--- config.mk ---
export PLATFORM = sky130hd
export DESIGN_NAME = weight_buf
export DESIGN_NICKNAME = d
export VERILOG_FILES = /design/src/rtl/weight_buf.sv
export SDC_FILE = /design/constraint.sdc
export NUM_CORES = 1
export LEC_CHECK = 0
export BUFFER_PORTS_ARGS = -buffer_cell sky130_fd_sc_hd__buf_2
export CAP_MARGIN = 20
export CORE_MARGIN = 2
export CORE_UTILIZATION = 64
export CTS_CLUSTER_SIZE = 25
export DETAILED_ROUTE_END_ITERATION = 10
export PLACE_DENSITY = 0.86
export SLEW_MARGIN = 20
export SYNTH_ARGS = -nofsm -noshare
export SYNTH_HDL_FRONTEND = slang
export SYNTH_SLANG_ARGS = --single-unit
--- constraint.sdc ---
create_clock -name clk -period 23.9 [get_ports clk]
set_input_delay 1.195 -clock clk [delete_from_list [all_inputs] [get_ports clk]]
set_output_delay 1.195 -clock clk [all_outputs]
set_load 0.02 [all_outputs]
--- src/rtl/weight_buf.sv ---
// Ping-pong weight/bias buffer: one bank fills from the SRAM byte stream while
// the other presents a completed set to the PE array.
module weight_buf #(
   parameter int N_W = 25,
   parameter int DW  = 8
) (
   input  logic              clk,
   input  logic              rst,
   input  logic              i_weight_new,
   input  logic              i_weight_new_16,
   input  logic              i_weight_new_8,
   input  logic [DW-1:0]     i_weight,
   input  logic              i_bias_new,
   input  logic [DW-1:0]     i_bias,
   input  logic              i_commit,
   input  logic              i_release,
   output logic              o_ready,
   output logic              o_valid,
   output logic [1:0]        o_mode,
   output logic [4:0]        o_count,
   output logic [N_W*DW-1:0] o_weights,
   output logic [DW-1:0]     o_bias,
   output logic              o_overflow
);

   localparam logic [4:0] N_MAX = 5'(N_W);

   logic [DW-1:0] ent    [2][N_W];
   logic [DW-1:0] bias_q [2];
   logic [1:0]    mode_q [2];
   logic [4:0]    cnt_q  [2];
   logic [1:0]    full_q;
   logic          wr_bank;
   logic          rd_bank;
   logic [4:0]    wr_idx;
   logic          first_q;
   logic          ovf_q;

   logic          wr_any;
   logic          fill_full;
   logic          wr_ok;
   logic          commit;
   logic          rel_ok;
   logic [1:0]    mode_in;

   assign wr_any    = i_weight_new | i_weight_new_16 | i_weight_new_8;
   assign fill_full = full_q[wr_bank];
   assign wr_ok     = wr_any && !fill_full && (wr_idx < N_MAX);
   assign commit    = i_bias_new | i_commit;
   assign rel_ok    = i_release && full_q[rd_bank];

   // conv outranks FC1, which outranks FC2, when flags coincide
   always_comb begin
      mode_in = 2'd2;
      if (i_weight_new)         mode_in = 2'd0;
      else if (i_weight_new_16) mode_in = 2'd1;
   end

   always_ff @(posedge clk or posedge rst) begin
      if (rst) begin
         for (int b = 0; b < 2; b++) begin
            for (int k = 0; k < N_W; k++) ent[b][k] <= '0;
            bias_q[b] <= '0;
            mode_q[b] <= '0;
            cnt_q[b]  <= '0;
         end
         full_q  <= '0;
         wr_bank <= 1'b0;
         rd_bank <= 1'b0;
         wr_idx  <= '0;
         first_q <= 1'b1;
         ovf_q   <= 1'b0;
      end else begin
         // release needs the read bank full and writes need the fill bank
         // empty, so both can never touch the same bank in one cycle
         if (rel_ok) begin
            for (int k = 0; k < N_W; k++) ent[rd_bank][k] <= '0;
            bias_q[rd_bank] <= '0;
            mode_q[rd_bank] <= '0;
            cnt_q[rd_bank]  <= '0;
            full_q[rd_bank] <= 1'b0;
            rd_bank         <= ~rd_bank;
         end

         if (wr_ok) begin
            ent[wr_bank][wr_idx] <= i_weight;
            if (first_q) mode_q[wr_bank] <= mode_in;
         end

         if ((wr_any && !wr_ok) || (commit && fill_full)) ovf_q <= 1'b1;

         if (commit && !fill_full) begin
            bias_q[wr_bank] <= i_bias_new ? i_bias : '0;
            cnt_q[wr_bank]  <= wr_idx + {4'd0, wr_ok};
            full_q[wr_bank] <= 1'b1;
            wr_idx          <= '0;
            wr_bank         <= ~wr_bank;
            first_q         <= 1'b1;
         end else if (wr_ok) begin
            wr_idx  <= wr_idx + 5'd1;
            first_q <= 1'b0;
         end
      end
   end

   assign o_ready    = ~full_q[wr_bank];
   assign o_valid    = full_q[rd_bank];
   assign o_mode     = mode_q[rd_bank];
   assign o_count    = cnt_q[rd_bank];
   assign o_bias     = bias_q[rd_bank];
   assign o_overflow = ovf_q;

   always_comb begin
      o_weights = '0;
      for (int k = 0; k < N_W; k++) o_weights[DW*k +: DW] = ent[rd_bank][k];
   end

endmodule

After elaboration in Yosys (flattened, before gate mapping). Index checks and enable logic that the tools add are counted.

Memories kept: 0. Bits in latches: 0. Flip-flop bits (word level): 441. Bits in read-only memories: 0. Memory bits (writable): 0. Output and inout bits: 218. Word-level logic and storage cells: 266.

Div/mod/pow operators: 0. Shift-type cells: 0. Bitwise logic cells: 68. $lt $le $gt $ge: 11. Add/sub/neg operators: 2. Eq/ne operators: 0. Reductions and logical operators: 15. Multiplexer cells: 108. Multipliers: 0.

Operator list (count): $and 400x400->400 (25); $not 400->400 (25); $demux 200 s1 (26); $mux 200 (5); $mux 400 (2); $bwmux 400 (1); $mux 192 (1); $mux 184 (1); $mux 176 (1); $mux 168 (1); $mux 160 (1); $mux 152 (1); $mux 144 (1); $mux 136 (1); $mux 128 (1); $mux 120 (1); $mux 112 (1); $mux 104 (1); $mux 96 (1); $mux 88 (1); $mux 80 (1); $mux 72 (1); $mux 64 (1); $mux 8 (8); other kinds (45) (95).

Depth between registers and ports, before layout. Gate-level depths: netlist of the first run.

Depth after elaboration: 34. Mapped depth: 8. Gate-level depth less buffers: 7.

Worst setup path before layout of the first run. OpenSTA, ideal clock, no wires.

Path kind: input to register. Start: in i_weight_new. End: reg cnt_q[4] in the netlist's numbering. Required time: 23.775 ns. Path slack: 21.192 ns. Arrival: 2.583 ns. Cell stages on the path: 7. Buffers on the path: 0. Path through: nor3_1 > nor3_1 > ha_1 > ha_1 > nand3_1 > xor2_1 > o2bb2ai_1.

Word-level cells in the longest chain between the ends: 7.

RTL lines: start, declared (line 9) `input logic i_weight_new,`; $or 1x1->1 (2 in series) (line 46) `assign wr_any = i_weight_new | i_weight_new_16 | i_weight_new_8;`; $logic_and 1x1->1 (2 in series) (line 48) `assign wr_ok = wr_any && !fill_full && (wr_idx < N_MAX);`; $add 5x1->5 (line 94) `cnt_q[wr_bank] <= wr_idx + {4'd0, wr_ok};`; $bwmux 10 (line 94); $mux 10 (line 92) `if (commit && !fill_full) begin`; end signal, assigned by index (line 94); end, declared (line 31) `logic [4:0] cnt_q [2];`.

Every way passes these cells. A chain may end at the register's enable or synchronous reset.

Worst setup path in the final report of the first run.
Start: reg rd_bank. End: out o_bias[4].

Word-level cells in the longest chain between the ends: 4.

RTL lines: start, declared (line 34) `logic rd_bank;`; start signal, assigned (line 82) `rd_bank <= ~rd_bank;`; $not 1->2 (not written as such) (line 110) `assign o_bias = bias_q[rd_bank];`; $mux 8 (not written as such) (3 in series) (line 110); end, declared (line 22) `output logic [DW-1:0] o_bias,`.

Every way passes these cells. The select of a mux whose other input is x is not followed.

==> results of run 1 <==
[routing by layer]
metal / routed length [µm] / vias up
li1: - / 6492
met1: 22600 / 7470
met2: 25300 / 570
met3: 3780 / 133
met4: 2010 / 0
met5: 0 / -
[power by group]
group,total [mW],internal [mW],leakage (nW),switching [mW]
Sequential,0.881,0.804,6.10,0.0762
Combinational,0.515,0.183,7.40,0.332
Clock,0.706,0.418,0.745,0.289
Total,2.10,1.40,14.2,0.697
[through the flow]
step / instance area [µm²] / setup slack, ps / cells
2_1_floorplan: 21300 / 10420 / 1788
3_3_place_gp: 22600 / 20130 / 2343
3_5_place_dp: 22600 / 19980 / 2344
4_1_cts: 24100 / 19420 / 2426
5_1_grt: 24100 / 19290 / 2427
6_report: 24100 / 19390 / 2428
[critical path, stage by stage, from the launching register on]
cell and delay, ps:
dfrtp_4 1100, buf_4 920, mux2_2 440, buf_2 160
[sequential cells by signal, summed over array words and instances, names as in the netlist]
name and count:
ent 400, bias_q 16, cnt_q 10, wr_idx 5
mode_q 4, full_q 2, first_q 1, o_overflow 1
rd_bank 1, wr_bank 1
[cell usage in the layout, fill, tap and decap left out, drive strengths merged, types with 6 or more instances in the layout]
cell    instances
dfrtp         440
nand2         414
mux2i         406
buf           259
mux2          217
clkbuf         72
nand4          42
a22o           20
inv            12
nor3b          11
clkinv          9
nand3           9
ha              6
[cell families (layout without fill, tap and decap cells)]
logic type / count (synthesis) / after routing / share of synthesized area
AO/OA/AOI/OAI: 45 / 45 / 0.0175
XOR/XNOR: 3 / 3 / 0.00124
other: 0 / 2 / 0
multiplexers: 623 / 623 / 0.306
adder cells (fa/ha/maj): 6 / 6 / 0.00353
buffers and inverters: 158 / 354 / 0.0321
AND/OR/NAND/NOR: 512 / 512 / 0.120
flip-flops: 441 / 441 / 0.519
[how the worst max path moves through the flow]
| stage | from | to | slack (ps) | cells after the start |
|---|---|---|---|---|
| after floorplan | rst | bias_q[0] | 10420 | 1 |
| after global placement | rd_bank | o_weights[46] | 20130 | 3 |
| after detailed placement | rd_bank | o_weights[28] | 19980 | 3 |
| after CTS | rd_bank | o_bias[4] | 19420 | 3 |
| after global routing | rd_bank | o_weights[191] | 19290 | 3 |
| final | rd_bank | o_bias[4] | 19390 | 3 |
[layout make-up]
| type | count | area [µm²] | share of cell area |
|---|---|---|---|
| Antenna cell | 2 | 5.00 | 0.000208 |
| Timing Repair Buffer | 259 | 1370 | 0.0569 |
| Inverter | 13 | 61.3 | 0.00254 |
| Sequential cell | 441 | 11000 | 0.458 |
| Clock inverter | 10 | 85.1 | 0.00353 |
| Multi-Input combinational cell | 1189 | 9560 | 0.397 |
| Clock buffer | 72 | 1420 | 0.0589 |
| Tap cell | 442 | 553 | 0.0229 |
==> key figures, run 1 <==
Synth
  – Post-synthesis sequential area ratio: 0.519
  – FF+latch count, synth: 441
  – Cell taking the most area after synthesis: dfrtp_1
  – Top cell type's share of synthesized area: 0.518
  – Synth Area per Inst: about 12 µm²
  – EDFF count, synth: 0
  – Yosys warns: 0
  – Post-synth ARST share: 1.00
  – Gate Count Post-Synth: roughly 1800
  – Synth Net Count: 1818
  – Most numerous cell in the Yosys netlist: dfrtp_1
  – Synth top cells by count: dfrtp_1, nand2_1, mux2i_1
  – Cell Area, Synth: ~21000 µm²
  – Synth top area cells: dfrtp_1, mux2i_1, mux2_2
  – Predominant post-synthesis flop cell: dfrtp_1
  – Synth cell types: 54

Timing
  – Slew @ Worst Pin: 1150 ps
  – Slew headroom: 0.234
  – Final Hold Vio Count: 0
  – Finish-stage setup viols: 0
  – RSZ-0062 raised after global routing: no
  – Final min period: ~4500 ps
  – Max Fclk: 222 MHz
  – Tcrit/Tclk final: 0.189
  – Clock skew: 14.3 ps
  – Setup_tns: 0 ps
  – Final slew viol count: 0
  – Hold WS: slightly below 500 ps

Floorplan
  – Core Box Area: 32600 µm²
  – IO Pins: ~240
  – Die width: between 150 and 200 µm
  – Starting Density: 0.652
  – Die height: approximately 190 µm
  – Die area: between 30000 and 40000 µm²
  – # rows: 66

Critical path
  – CP Launch Type: flip-flop
  – FF-to-FF Start: rd_bank
  – Required time worst endpoint: around 23000 ps
  – R2r endpoint: ent[306]
  – Reg2reg setup slack: 20590 ps
  – CP Capture Type: output pin
  – Worst Setup Path Type: reg -> out
  – Worst r2r path cells: 5
  – CP arrival: 3310 ps
  – Max FO, Critical Path: 87

Clocking
  – Clk_lat worst skew: 540 ps
  – Depth of the CTS H-tree: 2
  – Worst-path clk slew: about 60 ps
  – CTS resizes: 0
  – CTS tree: done
  – Cts-stage hold buffer count: 0
  – Max Root-Sink Buffers: 3
  – Root Driver: clkbuf_16
  – CTS Buf Count: 46
  – Clock net sink count: about 440
  – Post-CTS setup buffers: 0

Drt
  – Avg Vias per Cell: ~6.0
  – Routed vias: 14700
  – Drt drc: 0
  – Routed wire length: 53700 µm
  – DRT antenna net count: 0
  – Drt first pass iters: 4
  – DR iter-0 viols: 1046
  – Avg WL per Cell: 22.1 µm

Finish
  – Final Util: 0.739
  – Share of cells above drive strength 1: 0.310
  – Synth-to-Final Area Change: 13.4%
  – FILL cells: around 2100
  – Nets: a little under 2000

Global routing
  – Grt peak-use layer: met2
  – Met3 GRT Util: 0.0619
  – Total track usage: 0.312
  – Number of global-route vias before repair: around 15000
  – Gr ovfl total: 0
  – GRT met1 Usage: 0.426
  – Initial antenna violation count: 1
  – Largest net degree at the start of global routing: 175
  – Met2 Track Usage GR: 0.496
  – First-pass GRT wire length: about 84000 µm

Power and ir drop
  – Leakage power: 14.2 nW
  – VDD IR-drop max: 64.6 µV
  – Total chip power: approximately 2.1 mW
  – Total power per unit cell area: between 80 and 90 nW/µm²

Placed design
  – Final HPWL DP: about 32000 µm
  – Port Buf Inserts: between 200 and 250
  – GP Congestion: ~0.82

Status
  – Outcome: finished, final reports clean

Worst hold path
  – Hold EP: cnt_q[5]
  – Min-delay src: cnt_q[5]
  – Hold crit path type: reg -> reg
  – Worst Hold Depth: 1

Flow run
  – Max cap viols: 0
(Power assumes the default switching activity.)
==> run 2, diff against run 1 <==
--- a/config.mk
+++ b/config.mk
@@ -8,10 +8,10 @@
 export BUFFER_PORTS_ARGS = -buffer_cell sky130_fd_sc_hd__buf_2
 export CAP_MARGIN = 20
 export CORE_MARGIN = 2
-export CORE_UTILIZATION = 64
+export CORE_UTILIZATION = 53
 export CTS_CLUSTER_SIZE = 25
 export DETAILED_ROUTE_END_ITERATION = 10
-export PLACE_DENSITY = 0.86
+export PLACE_DENSITY = 0.76
 export SLEW_MARGIN = 20
 export SYNTH_ARGS = -nofsm -noshare
 export SYNTH_HDL_FRONTEND = slang
==> constraint.sdc (replaced) <==
create_clock -name clk -period 3.7 [get_ports clk]
set_input_delay 0.185 -clock clk [delete_from_list [all_inputs] [get_ports clk]]
set_output_delay 0.185 -clock clk [all_outputs]
set_load 0.02 [all_outputs]
==> run 2 against run 1 <==
  * Core utilization down 12 points
  * Register-to-register slack worse by 20000 ps
  * Critical path depth up 3
  * Flip-flop and latch count unchanged
  * Global-route usage down 4.2 points
  * Combinational power rose to 7.3 times the previous value
  * Via count down 1.4%
  * Highest routed layer unchanged
==> key figures, run 2 (same netlist as run 1, synthesis figures left out) <==
Status
  – Outcome: finished, final reports clean

Placed design
  – Pre-CTS setup slack: 1000 ps (-18970 ps)
  – Port Buf Inserts: 241 (unchanged)
  – Final HPWL DP: 33500 µm (+4.6%)
  – GP Congestion: 0.795 (-3.3%)

Global routing
  – Gr ovfl total: 0 (unchanged)
  – GRT met1 Usage: 0.372 (-0.0539)
  – Number of global-route vias before repair: 15100 (+1.4%)
  – Met2 Track Usage GR: 0.427 (-0.0683)
  – First-pass GRT wire length: 87500 µm (+4.6%)
  – Largest net degree at the start of global routing: 135 (-23%)
  – Grt peak-use layer: met2
  – Met3 GRT Util: 0.0601 (-0.00181)
  – Total track usage: 0.270 (-0.0418)
  – Initial antenna violation count: 0 (-1)

Drt
  – DR iter-0 viols: 824 (-21%)
  – DRT antenna net count: 0 (unchanged)
  – Avg Vias per Cell: 5.70 (-5.7%)
  – Drt drc: 0 (unchanged)
  – Avg WL per Cell: 21.9 µm (-0.99%)
  – Drt first pass iters: 5 (+1)
  – Routed wire length: 55500 µm (+3.5%)
  – Routed vias: 14500 (-1.4%)

Finish
  – Largest registers: ent (400), bias_q (16), cnt_q (10)
  – Synth-to-Final Area Change: 15.8%
  – Multi-input gate area: 9570 µm² (about the same)
  – Max reg flops: 400 (unchanged)
  – FILL cells: 3092 (+45%)
  – # diodes: 0 (-2)
  – Share of cells above drive strength 1: 0.315 (+0.00413)
  – Nets: 2005 (+1.3%)
  – Register Area: 11000 µm² (unchanged)
  – Commonest cells after routing, fill and taps aside: dfrtp_1, nand2_1, mux2i_1
  – Commonest non-fill, non-tap cell in the layout: dfrtp_1
  – Top reg by flops: ent

Timing
  – Slew @ Worst Pin: 1100 ps (-46.1 ps)
  – Slew headroom: 0.265 (+0.0308)
  – Final Worst Setup Slack: 999 ps (-18390 ps)
  – Tcrit/Tclk final: 0.730
  – RSZ-0062 raised after global routing: no
  – Max Fclk: 370 MHz
  – Clock skew: 16.7 ps (+2.35 ps)
  – Finish-stage setup viols: 0 (unchanged)
  – Final Hold Vio Count: 0 (unchanged)
  – Final min period: between 2000 and 3000 ps
  – Setup_tns: 0 ps (unchanged)
  – Final slew viol count: 0 (unchanged)

Power and ir drop
  – Leakage power: 14.4 nW (+1.4%)
  – Total chip power: 13.9 mW (+560%)
  – Total power per unit cell area: 565 nW/µm² (+550%)
  – VDD IR-drop max: 570 µV (+780%)

Clocking
  – CTS Buf Count: 46 (unchanged)
  – Worst-path clk slew: 60 ps (about the same)
  – CTS tree: done
  – Max Root-Sink Buffers: 3 (unchanged)
  – Clock net sink count: 441 (unchanged)
  – Depth of the CTS H-tree: 2 (unchanged)
  – Clk_lat worst skew: 570 ps (+30 ps)
  – CTS resizes: 0 (unchanged)
  – Root Driver: clkbuf_16

Flow run
  – Max cap viols: 0 (unchanged)

Critical path
  – Max FO, Critical Path: 9 (-90%)
  – Required time worst endpoint: 4150 ps (-18560 ps)
  – Worst Setup Path Type: reg -> reg
  – CP arrival: 3150 ps (-160 ps)
  – CP Launch Type: flip-flop
  – CP Capture Type: flip-flop

Floorplan
  – IO Pins: 242 (unchanged)
  – # rows: 73 (+11%)
  – Starting Density: 0.536 (-0.115)
  – Core Box Area: 39600 µm² (+22%)
  – Die area: 41700 µm² (+20%)
  – Die height: 204 µm (+9.7%)
  – Die width: 204 µm (+9.7%)

Worst hold path
  – Hold crit path type: in -> reg
-- run 2: changes by cell type in the layout (fill, tap and decap cells not counted), moves of 3 or more --
cell,previous run,this run
dlygate4sd3_1,0,10
buf_4,15,18
buf_16,0,3
buf_12,2,12
-- run 2: area by class of cell --
| class | instances | area share |
|---|---|---|
| tap | 525 | 0.0267 |
| sequential | 441 | 0.448 |
| clock inverter | 10 | 0.00371 |
| clock buffer | 75 | 0.0585 |
| multi-input combinational | 1189 | 0.389 |
| timing repair buffer | 284 | 0.0717 |
| inverter | 13 | 0.00234 |
-- run 2: path summary, 6_finish.rpt --
check	endpoint	cells past startpoint	from	slack, ps
min in group asynchronous	bias_q[5]	3	rst	360
setup reg to reg	ent[344]	6	wr_idx[0]	1000
hold / removal	mode_q[0]	3	i_weight_new	40
hold reg to reg	o_overflow	1	o_overflow	490
max in group asynchronous	ent[128]	5	rst	2220
setup / recovery	ent[344]	6	wr_idx[0]	1000
-- run 2: worst max-delay path: stages, from the launching register on --
cell and delay (ps):
dfrtp_1 470, inv_1 160, ha_1 700, buf_4 300, nor3b_1 250, nand4_2 390
mux2i_1 310
-- run 2: power breakdown --
| part | internal [mW] | switching [mW] | total, mW |
|---|---|---|---|
| Clock | 2.73 | 1.93 | 4.66 |
| Combinational | 1.32 | 2.46 | 3.77 |
| Sequential | 5.20 | 0.278 | 5.48 |
| Total | 9.25 | 4.66 | 13.9 |
-- run 2: repair_timing --
action	4_1_cts	5_1_grt
endpoints found under the hold margin	44	0
hold buffers	10	0
setup buffers	0	0
-- run 2: per-layer routing --
metal	wire length (µm)	part of all wire
met1	24200	0.44
met2	26300	0.47
met3	3590	0.065
met4	1460	0.026
met5	0	0
-- run 2: metrics by stage --
stage,hold WS (ps),instance area (µm²),std cells,util
after floorplan,325,21300,1788,-
after global placement,365,22900,2439,0.578
after detailed placement,369,22900,2440,0.578
after CTS,4.84,24600,2535,0.620
after global routing,27.4,24600,2537,0.621
final,36.9,24600,2537,0.621
